$ cat src/rtl/i2c_slave_reg_write.sv
// i2c_slave_reg_write: I2C write-only slave that turns received data bytes into register-write strobes
module i2c_slave_reg_write #(
    parameter logic [6:0] SLAVE_ADDR  = 7'h68,
    parameter int         SYNC_STAGES = 2
) (
    input  logic       clk_50,
    input  logic       reset,
    input  logic       scl,
    input  logic       sda_in,
    output logic       sda_oe,
    output logic       wr_en,
    output logic [7:0] wr_addr,
    output logic [7:0] wr_data,
    output logic       busy
);
    typedef enum logic [2:0] {
        IDLE, ADDR, ADDR_ACK, REG, REG_ACK, DATA, DATA_ACK, WAIT_STOP
    } state_t;

    state_t                 r_state, w_state_nxt;
    logic [SYNC_STAGES-1:0] r_scl_sync, r_sda_sync;
    logic                   r_scl_d, r_sda_d;
    logic [2:0]             r_cnt, w_cnt_nxt;
    logic [7:0]             r_shift, w_shift_nxt;
    logic                   r_sda_oe, w_sda_oe_nxt;
    logic                   r_wr_en, w_wr_en_nxt;
    logic [7:0]             r_wr_addr, w_wr_addr_nxt;
    logic [7:0]             r_wr_data, w_wr_data_nxt;
    logic                   r_busy, w_busy_nxt;
    logic                   w_scl, w_sda, w_scl_rise, w_scl_fall, w_start, w_stop;
    logic [7:0]             w_byte;

    assign w_scl      = r_scl_sync[SYNC_STAGES-1];
    assign w_sda      = r_sda_sync[SYNC_STAGES-1];
    assign w_scl_rise = w_scl & ~r_scl_d;
    assign w_scl_fall = ~w_scl & r_scl_d;
    assign w_start    = w_scl & r_sda_d & ~w_sda;
    assign w_stop     = w_scl & ~r_sda_d & w_sda;
    assign w_byte     = {r_shift[6:0], w_sda};

    assign sda_oe  = r_sda_oe;
    assign wr_en   = r_wr_en;
    assign wr_addr = r_wr_addr;
    assign wr_data = r_wr_data;
    assign busy    = r_busy;

    // Synchronise the bus lines; reset to the idle-high level so release of reset makes no false edges
    always_ff @(posedge clk_50 or posedge reset) begin
        if (reset) begin
            r_scl_sync <= '1;
            r_sda_sync <= '1;
            r_scl_d    <= 1'b1;
            r_sda_d    <= 1'b1;
        end else begin
            r_scl_sync <= {r_scl_sync[SYNC_STAGES-2:0], scl};
            r_sda_sync <= {r_sda_sync[SYNC_STAGES-2:0], sda_in};
            r_scl_d    <= w_scl;
            r_sda_d    <= w_sda;
        end
    end

    // State and datapath registers; async clear releases SDA immediately on reset
    always_ff @(posedge clk_50 or posedge reset) begin
        if (reset) begin
            r_state   <= IDLE;
            r_cnt     <= 3'd0;
            r_shift   <= 8'd0;
            r_sda_oe  <= 1'b0;
            r_wr_en   <= 1'b0;
            r_wr_addr <= 8'd0;
            r_wr_data <= 8'd0;
            r_busy    <= 1'b0;
        end else begin
            r_state   <= w_state_nxt;
            r_cnt     <= w_cnt_nxt;
            r_shift   <= w_shift_nxt;
            r_sda_oe  <= w_sda_oe_nxt;
            r_wr_en   <= w_wr_en_nxt;
            r_wr_addr <= w_wr_addr_nxt;
            r_wr_data <= w_wr_data_nxt;
            r_busy    <= w_busy_nxt;
        end
    end

    // Next state: bus conditions first, then bit shifting in byte states and ACK sequencing in ACK states
    always_comb begin
        w_state_nxt   = r_state;
        w_cnt_nxt     = r_cnt;
        w_shift_nxt   = r_shift;
        w_sda_oe_nxt  = r_sda_oe;
        w_wr_en_nxt   = 1'b0;
        w_wr_addr_nxt = r_wr_addr;
        w_wr_data_nxt = r_wr_data;
        w_busy_nxt    = r_busy;
        if (w_stop) begin
            w_state_nxt  = IDLE;
            w_cnt_nxt    = 3'd0;
            w_shift_nxt  = 8'd0;
            w_sda_oe_nxt = 1'b0;
            w_busy_nxt   = 1'b0;
        end else if (w_start) begin
            w_state_nxt  = ADDR;
            w_cnt_nxt    = 3'd0;
            w_shift_nxt  = 8'd0;
            w_sda_oe_nxt = 1'b0;
        end else begin
            case (r_state)
                ADDR, REG, DATA: begin
                    if (w_scl_rise) begin
                        w_shift_nxt = w_byte;
                        w_cnt_nxt   = r_cnt + 3'd1;
                        if (r_cnt == 3'd7) begin
                            if (r_state == ADDR) begin
                                w_busy_nxt  = (w_byte[7:1] == SLAVE_ADDR) && !w_byte[0];
                                w_state_nxt = w_busy_nxt ? ADDR_ACK : WAIT_STOP;
                            end else if (r_state == REG) begin
                                w_wr_addr_nxt = w_byte;
                                w_state_nxt   = REG_ACK;
                            end else begin
                                w_wr_data_nxt = w_byte;
                                w_state_nxt   = DATA_ACK;
                            end
                        end
                    end
                end
                ADDR_ACK, REG_ACK, DATA_ACK: begin
                    if (w_scl_fall) begin
                        if (!r_sda_oe) begin
                            w_sda_oe_nxt = 1'b1;
                            w_wr_en_nxt  = (r_state == DATA_ACK);
                        end else begin
                            w_sda_oe_nxt  = 1'b0;
                            w_cnt_nxt     = 3'd0;
                            w_state_nxt   = (r_state == ADDR_ACK) ? REG : DATA;
                            w_wr_addr_nxt = (r_state == DATA_ACK) ? r_wr_addr + 8'd1 : r_wr_addr;
                        end
                    end
                end
                IDLE, WAIT_STOP: w_sda_oe_nxt = 1'b0;
                default: w_state_nxt = IDLE;
            endcase
        end
    end
endmodule

$ cat config.mk
export PLATFORM = sky130hd
export DESIGN_NAME = i2c_slave_reg_write
export DESIGN_NICKNAME = d
export VERILOG_FILES = /design/src/rtl/i2c_slave_reg_write.sv
export SDC_FILE = /design/constraint.sdc
export NUM_CORES = 1
export LEC_CHECK = 0
export CAP_MARGIN = 40
export CELL_PAD_IN_SITES_DETAIL_PLACEMENT = 0
export CELL_PAD_IN_SITES_GLOBAL_PLACEMENT = 1
export CORE_MARGIN = 4
export CORE_UTILIZATION = 45
export DETAILED_ROUTE_END_ITERATION = 12
export GPL_ROUTABILITY_DRIVEN = 1
export PLACE_DENSITY_LB_ADDON = 0.1
export SLEW_MARGIN = 15
export SYNTH_ARGS = -nofsm -noshare
export SYNTH_HDL_FRONTEND = slang
export SYNTH_SLANG_ARGS = --single-unit
$ cat constraint.sdc
create_clock -name clk_50 -period 4.6 [get_ports clk_50]
set_clock_uncertainty 0.1 [all_clocks]
set_input_delay 0.46 -clock clk_50 [delete_from_list [all_inputs] [get_ports clk_50]]
set_output_delay 0.46 -clock clk_50 [all_outputs]
set_load 0.005 [all_outputs]
# Word level (Yosys, flattened, before mapping)
# Cells that the tools add are included.
# W data, S select, Z words.
dict set report totals {
  regBits 38
  latch_bits 0
  ram_bits 0
  rom_bits 0
  input_bits 4
  n_memories 0
}
dict set report classes {
  n_addsub 2
  n_mul 0
  n_div 0
  n_lt_le_gt_ge 0
  n_eq_ne 21
  shift 0
  mux 45
  n_bitwise 14
  n_reduce_logical 22
}
# operator n
set op_table {}
lappend op_table {{$mux W8} 7}
lappend op_table {{$mux W3} 14}
lappend op_table {{$mux W7} 4}
lappend op_table {{$ne A4 B4 Y1 const B} 4}
lappend op_table {{$pmux W8 S2} 1}
lappend op_table {{$eq A3 B3 Y1 const B} 5}
lappend op_table {{$mux W1} 15}
lappend op_table {{$ne A2 B2 Y1 const B} 7}
lappend op_table {{$pmux W3 S2} 2}
lappend op_table {{$reduce_and A10 Y1} 1}
lappend op_table {{$reduce_and A5 Y1} 2}
lappend op_table {{$reduce_bool A2 Y1} 5}
lappend op_table {{$add A8 B1 Y8 const B} 1}
lappend op_table {{$not A1 Y1} 8}
lappend op_table {{$reduce_bool A4 Y1} 2}
lappend op_table {{$eq A7 B7 Y1 const B} 1}
lappend op_table {{$reduce_and A7 Y1} 1}
lappend op_table {{$and A1 B1 Y1} 6}
lappend op_table {{$eq A3 B2 Y1 const B} 2}
lappend op_table {{$reduce_bool A3 Y1} 2}
lappend op_table {{$reduce_or A3 Y1} 2}
lappend op_table {{$reduce_and A2 Y1} 2}
lappend op_table {{$reduce_and A4 Y1} 1}
lappend op_table {{$add A3 B1 Y3 const B} 1}
lappend op_table {{other kinds (8)} 8}

# Logic depth before layout (Yosys ltp)
dict set report depth {
  depth_word 9
  depth_mapped 6
  mapped_depth_nobuf 6
}

# Worst setup path after synthesis
# OpenSTA, ideal clock, no wires.
dict set report synth_timing {
  path_kind {reg2reg}
  startpoint {reg r_cnt[0]}
  endpoint {reg r_state[0]}
  setup_time_ns 0.122
  arrival_time_ns 1.611
  slack_ns 2.768
  stages_incl_launch_ff 7
  synth_period_minus_slack_ns 1.832
  cell_sequence {dfrtp_1 > ha_1 > ha_1 > and4b_1 > and2_1 > or3_1 > a32o_1}
}
dict set report synth_via {
  elab_chain_cells 3
}
# item line_no
set synth_lines {}
lappend synth_lines {{from (decl)} 23} ;# logic [2:0] r_cnt, w_cnt_nxt;
lappend synth_lines {{from (signal assigned)} 75} ;# r_cnt <= w_cnt_nxt;
lappend synth_lines {{$eq A3 B3 Y1} 112} ;# if (r_cnt == 3'd7) begin
lappend synth_lines {{$ne A4 B4 Y1 (no source line)} n/a}
lappend synth_lines {{$reduce_and A5 Y1 (no source line)} n/a}
lappend synth_lines {{to (signal assigned)} 74} ;# r_state <= w_state_nxt;
lappend synth_lines {{to (decl)} 20} ;# state_t r_state, w_state_nxt;
# Every way passes these cells.
# A chain may end at the register's enable or synchronous reset.

# Final worst setup path
dict set report layout_timing {
  startpoint {reg r_sda_sync[1]}
  endpoint {reg r_wr_data[2], in the netlist wr_data[2]}
}
dict set report layout_via {
  elab_chain_cells 4
  word_cells_on_any_way 6
  cone_classes {5 x bitwise; 1 x reduce/logical}
}
# item line_no
set layout_lines {}
lappend layout_lines {{from (decl)} 21} ;# logic [SYNC_STAGES-1:0] r_scl_sync, r_sda_sync;
lappend layout_lines {{from (signal assigned)} 56} ;# r_sda_sync <= {r_sda_sync[SYNC_STAGES-2:0], sda_in};
lappend layout_lines {{$not A1 Y1} 37} ;# assign w_start = w_scl & r_sda_d & ~w_sda;
lappend layout_lines {{$and A1 B1 Y1} 37}
lappend layout_lines {{$not A1 Y1 (no source line)} n/a}
lappend layout_lines {{$reduce_and A7 Y1 (no source line) *} n/a}
lappend layout_lines {{to (signal assigned)} 80} ;# r_wr_data <= w_wr_data_nxt;
lappend layout_lines {{to (decl)} 28} ;# logic [7:0] r_wr_data, w_wr_data_nxt;
# Every way passes the cells marked *; elsewhere a longest branch is shown, timed or not.

==> reports/metrics.yaml <==
power-per-cell-area_mw_per_mm2: 339
cts_tree: "built"
multi_input_area_um2: 865
max_cap_violations: 0
n_fill_cell: 360
cts_sinks: 38
leakage_nw: 0.959
num-nets-final: 204
finalCritPeriodShare: 0.456
setup_violations: 0
ctsHoldBuffers: 0
post_cts_buffers: 0
hold_viol_final: 0
cts_root_buf: "clkbuf_8"
hold_path_class: "reg -> reg"
swShare: 0.298
yosys.area.top_type: "dfrtp_1"
grt_pass1_wl_um: 7220
n_antenna_cell: 0
rows: 23
synth_edf_count: 0
seq_area_um2: 958
synth_top_area_share: 0.422
ys_seq_elements: 38
pwr-share-clk: 0.318
cts-buffers-inserted: 5
gp_congestion: 0.802
num_vias: 1454
avgSynthCellArea_um2: 10.8
synth_area_mm2: 0.00190
drt_first_pass_iters: 6
slew_headroom: 0.604
drtIter0Drc: 195
ys_async_sr_fraction: 1.00
path_buf_inv: 0
final_common_cell: "dfrtp_1"
crit_arrival_ns: 2.17
intPower_mw: 0.530
dieArea_mm2: 0.00531
coreArea_mm2: 0.00403
area_growth_pct: 17.3
final_cell_mix: "32 x dfrtp_1, 22 x clkdlybuf4s50_1, 19 x nor2_1"
cts.path.max_buffers: 2
synth.distinct_cells: 46
cts_max_level: 2
comb_power_share: 0.161
final.setup.tns_ns: 0
power.switching_mw: 0.225
io_buffers: 22
wl_um: 4150
cpMaxStageDelayCell: "dfstp_2"
crit_fanout: 14
routedWlPerCell_um: 16.7
timing.fmax_mhz: 477
drc: 0
p_total_mw: 0.755
cts_resized: 0
ant_nets: 0
yosysSeqAreaShare: 0.506
fin_crit_ns: 2.10
syn_inst: 176
die_y_um: 72.9
start_kind: "flop"
outcome: "finished clean"
worst_pin_slew_ns: 0.593
max_stage_delay_ns: 0.64
slew_viol_final: 0
viasPerCell: 5.86
cts.clk_slew.worst_paths_ns: 0.08
grt-ovfl-total: 0
ys.flop_type: "dfrtp_1"
dpl.hpwl_um: 2830
initial_utilization: 0.470
synth_area_leaders: "dfrtp_1 42%, dfstp_2 8.3%, mux2i_1 4.8%"
ys.warnings.count: 0
drive_above_1_share: 0.136
grt_use_total: 0.178
grt_pass1_vias: 1423
die_w_um: 72.9
clkLatencyLatePin_ns: 0.29
grt_max_degree: 39
cp_cell_sequence: "xor2_1 -> and2_1 -> nor2_2 -> mux2_2"
synthesis.nets: 183
criticalPathCategory: "reg -> reg"
required_ns: 4.67
ir_worst_vdd_mv: 0.189
seqPwrFrac: 0.521
end_kind: "flop"
grt_antenna_before_repair: 0
crit_family: "simple AND/OR/NAND/NOR gates"
io_pins: 23
rsz0062_at_grt: "no"
[registers in the layout, indices dropped and copies added, names as in the netlist]
signal      count
wr_addr         8
wr_data         8
r_shift         7
r_cnt           3
r_state         3
r_scl_sync      2
r_sda_sync      2
busy            1
r_scl_d         1
r_sda_d         1
sda_oe          1
wr_en           1
[kinds of logic (layout without fill, tap and decap cells)]
logic type      after synthesis  after routing  share of synthesized area
simple gates                 62             62                      0.178
compound gates               41             41                      0.158
xor+xnor                      1              1                    0.00462
buf+inv                      14             36                     0.0383
mux                          17             17                     0.0951
flops                        38             38                      0.506
fa+ha+maj                     3              3                     0.0198
[power by group through the flow]
stage | sequential, mW | combinational, mW | clock (mW)
after floorplan | 0.377 | 0.118 | 0
after global placement | 0.397 | 0.122 | 0
after detailed placement | 0.399 | 0.121 | 0
after CTS | 0.392 | 0.122 | 0.247
after global routing | 0.397 | 0.138 | 0.268
final | 0.393 | 0.122 | 0.240
[worst reg2reg max path, delay by kind of cell, from the launching register on]
kind                      cells  cell delay (ns)
and+or+nand+nor               2             0.74
xor gates and xnor gates      1             0.12
muxes                         1             0.38
DFF                           1             0.64
[final cells by class]
class / instances / share of cell area
clock buffers: 7 / 0.0388
repair buffers: 23 / 0.102
well taps: 50 / 0.0281
multi-input cells: 124 / 0.389
inverters: 5 / 0.00844
clock inverters: 1 / 0.00225
flip-flops and latches: 38 / 0.431
[through the flow]
| step | std cells | util | setup slack [ns] | hold WS (ns) | cell area, um2 |
|---|---|---|---|---|---|
| detailed placement | 240 | 0.529 | 2.51 | 0.247 | 2130 |
| floorplan | 176 | - | 2.77 | 0.245 | 1900 |
| CTS | 248 | 0.552 | 2.50 | 0.258 | 2220 |
| global placement | 240 | 0.529 | 2.57 | 0.246 | 2130 |
| global route | 248 | 0.552 | 2.40 | 0.267 | 2220 |
| finish | 248 | 0.552 | 2.50 | 0.252 | 2220 |
[final timing paths]
path	startpoint	slack (ns)	cells after the start	endpoint
hold reg to reg	r_sda_sync[0]	0.25	0	r_sda_sync[1]
min in group asynchronous	reset	0.48	3	r_shift[2]
setup / recovery	r_sda_sync[1]	2.50	4	wr_data[2]
hold / removal	r_sda_sync[0]	0.25	0	r_sda_sync[1]
max in group asynchronous	reset	3.56	3	r_sda_d
setup reg to reg	r_sda_sync[1]	2.50	4	wr_data[2]
[per-layer routing]
layer / vias to the layer above / track usage / part of all wire
met5: - / 0 / 0
li1: 691 / - / -
met4: 0 / 0.0697 / 0.012
met2: 42 / 0.270 / 0.47
met3: 4 / 0.0496 / 0.054
met1: 717 / 0.243 / 0.46
[cells in the mapped netlist, types with 2 or more instances]
master and instances:
a211oi_1 2, a21oi_1 3, a22oi_1 3, a2bb2oi_1 7
a311oi_1 2, a31oi_1 2, and2_1 3, and3b_1 2
buf_2 7, dfrtp_1 32, dfstp_2 6, ha_1 3
inv_1 5, mux2_2 8, mux2i_1 9, nand2_1 10
nand3_1 5, nand3b_1 2, nand4_1 2, nor2_1 19
nor3_1 8, o211ai_1 2, o21ai_0 9, o22ai_1 2
o31ai_1 2
No activity file was read; power rests on OpenSTA's default activity.
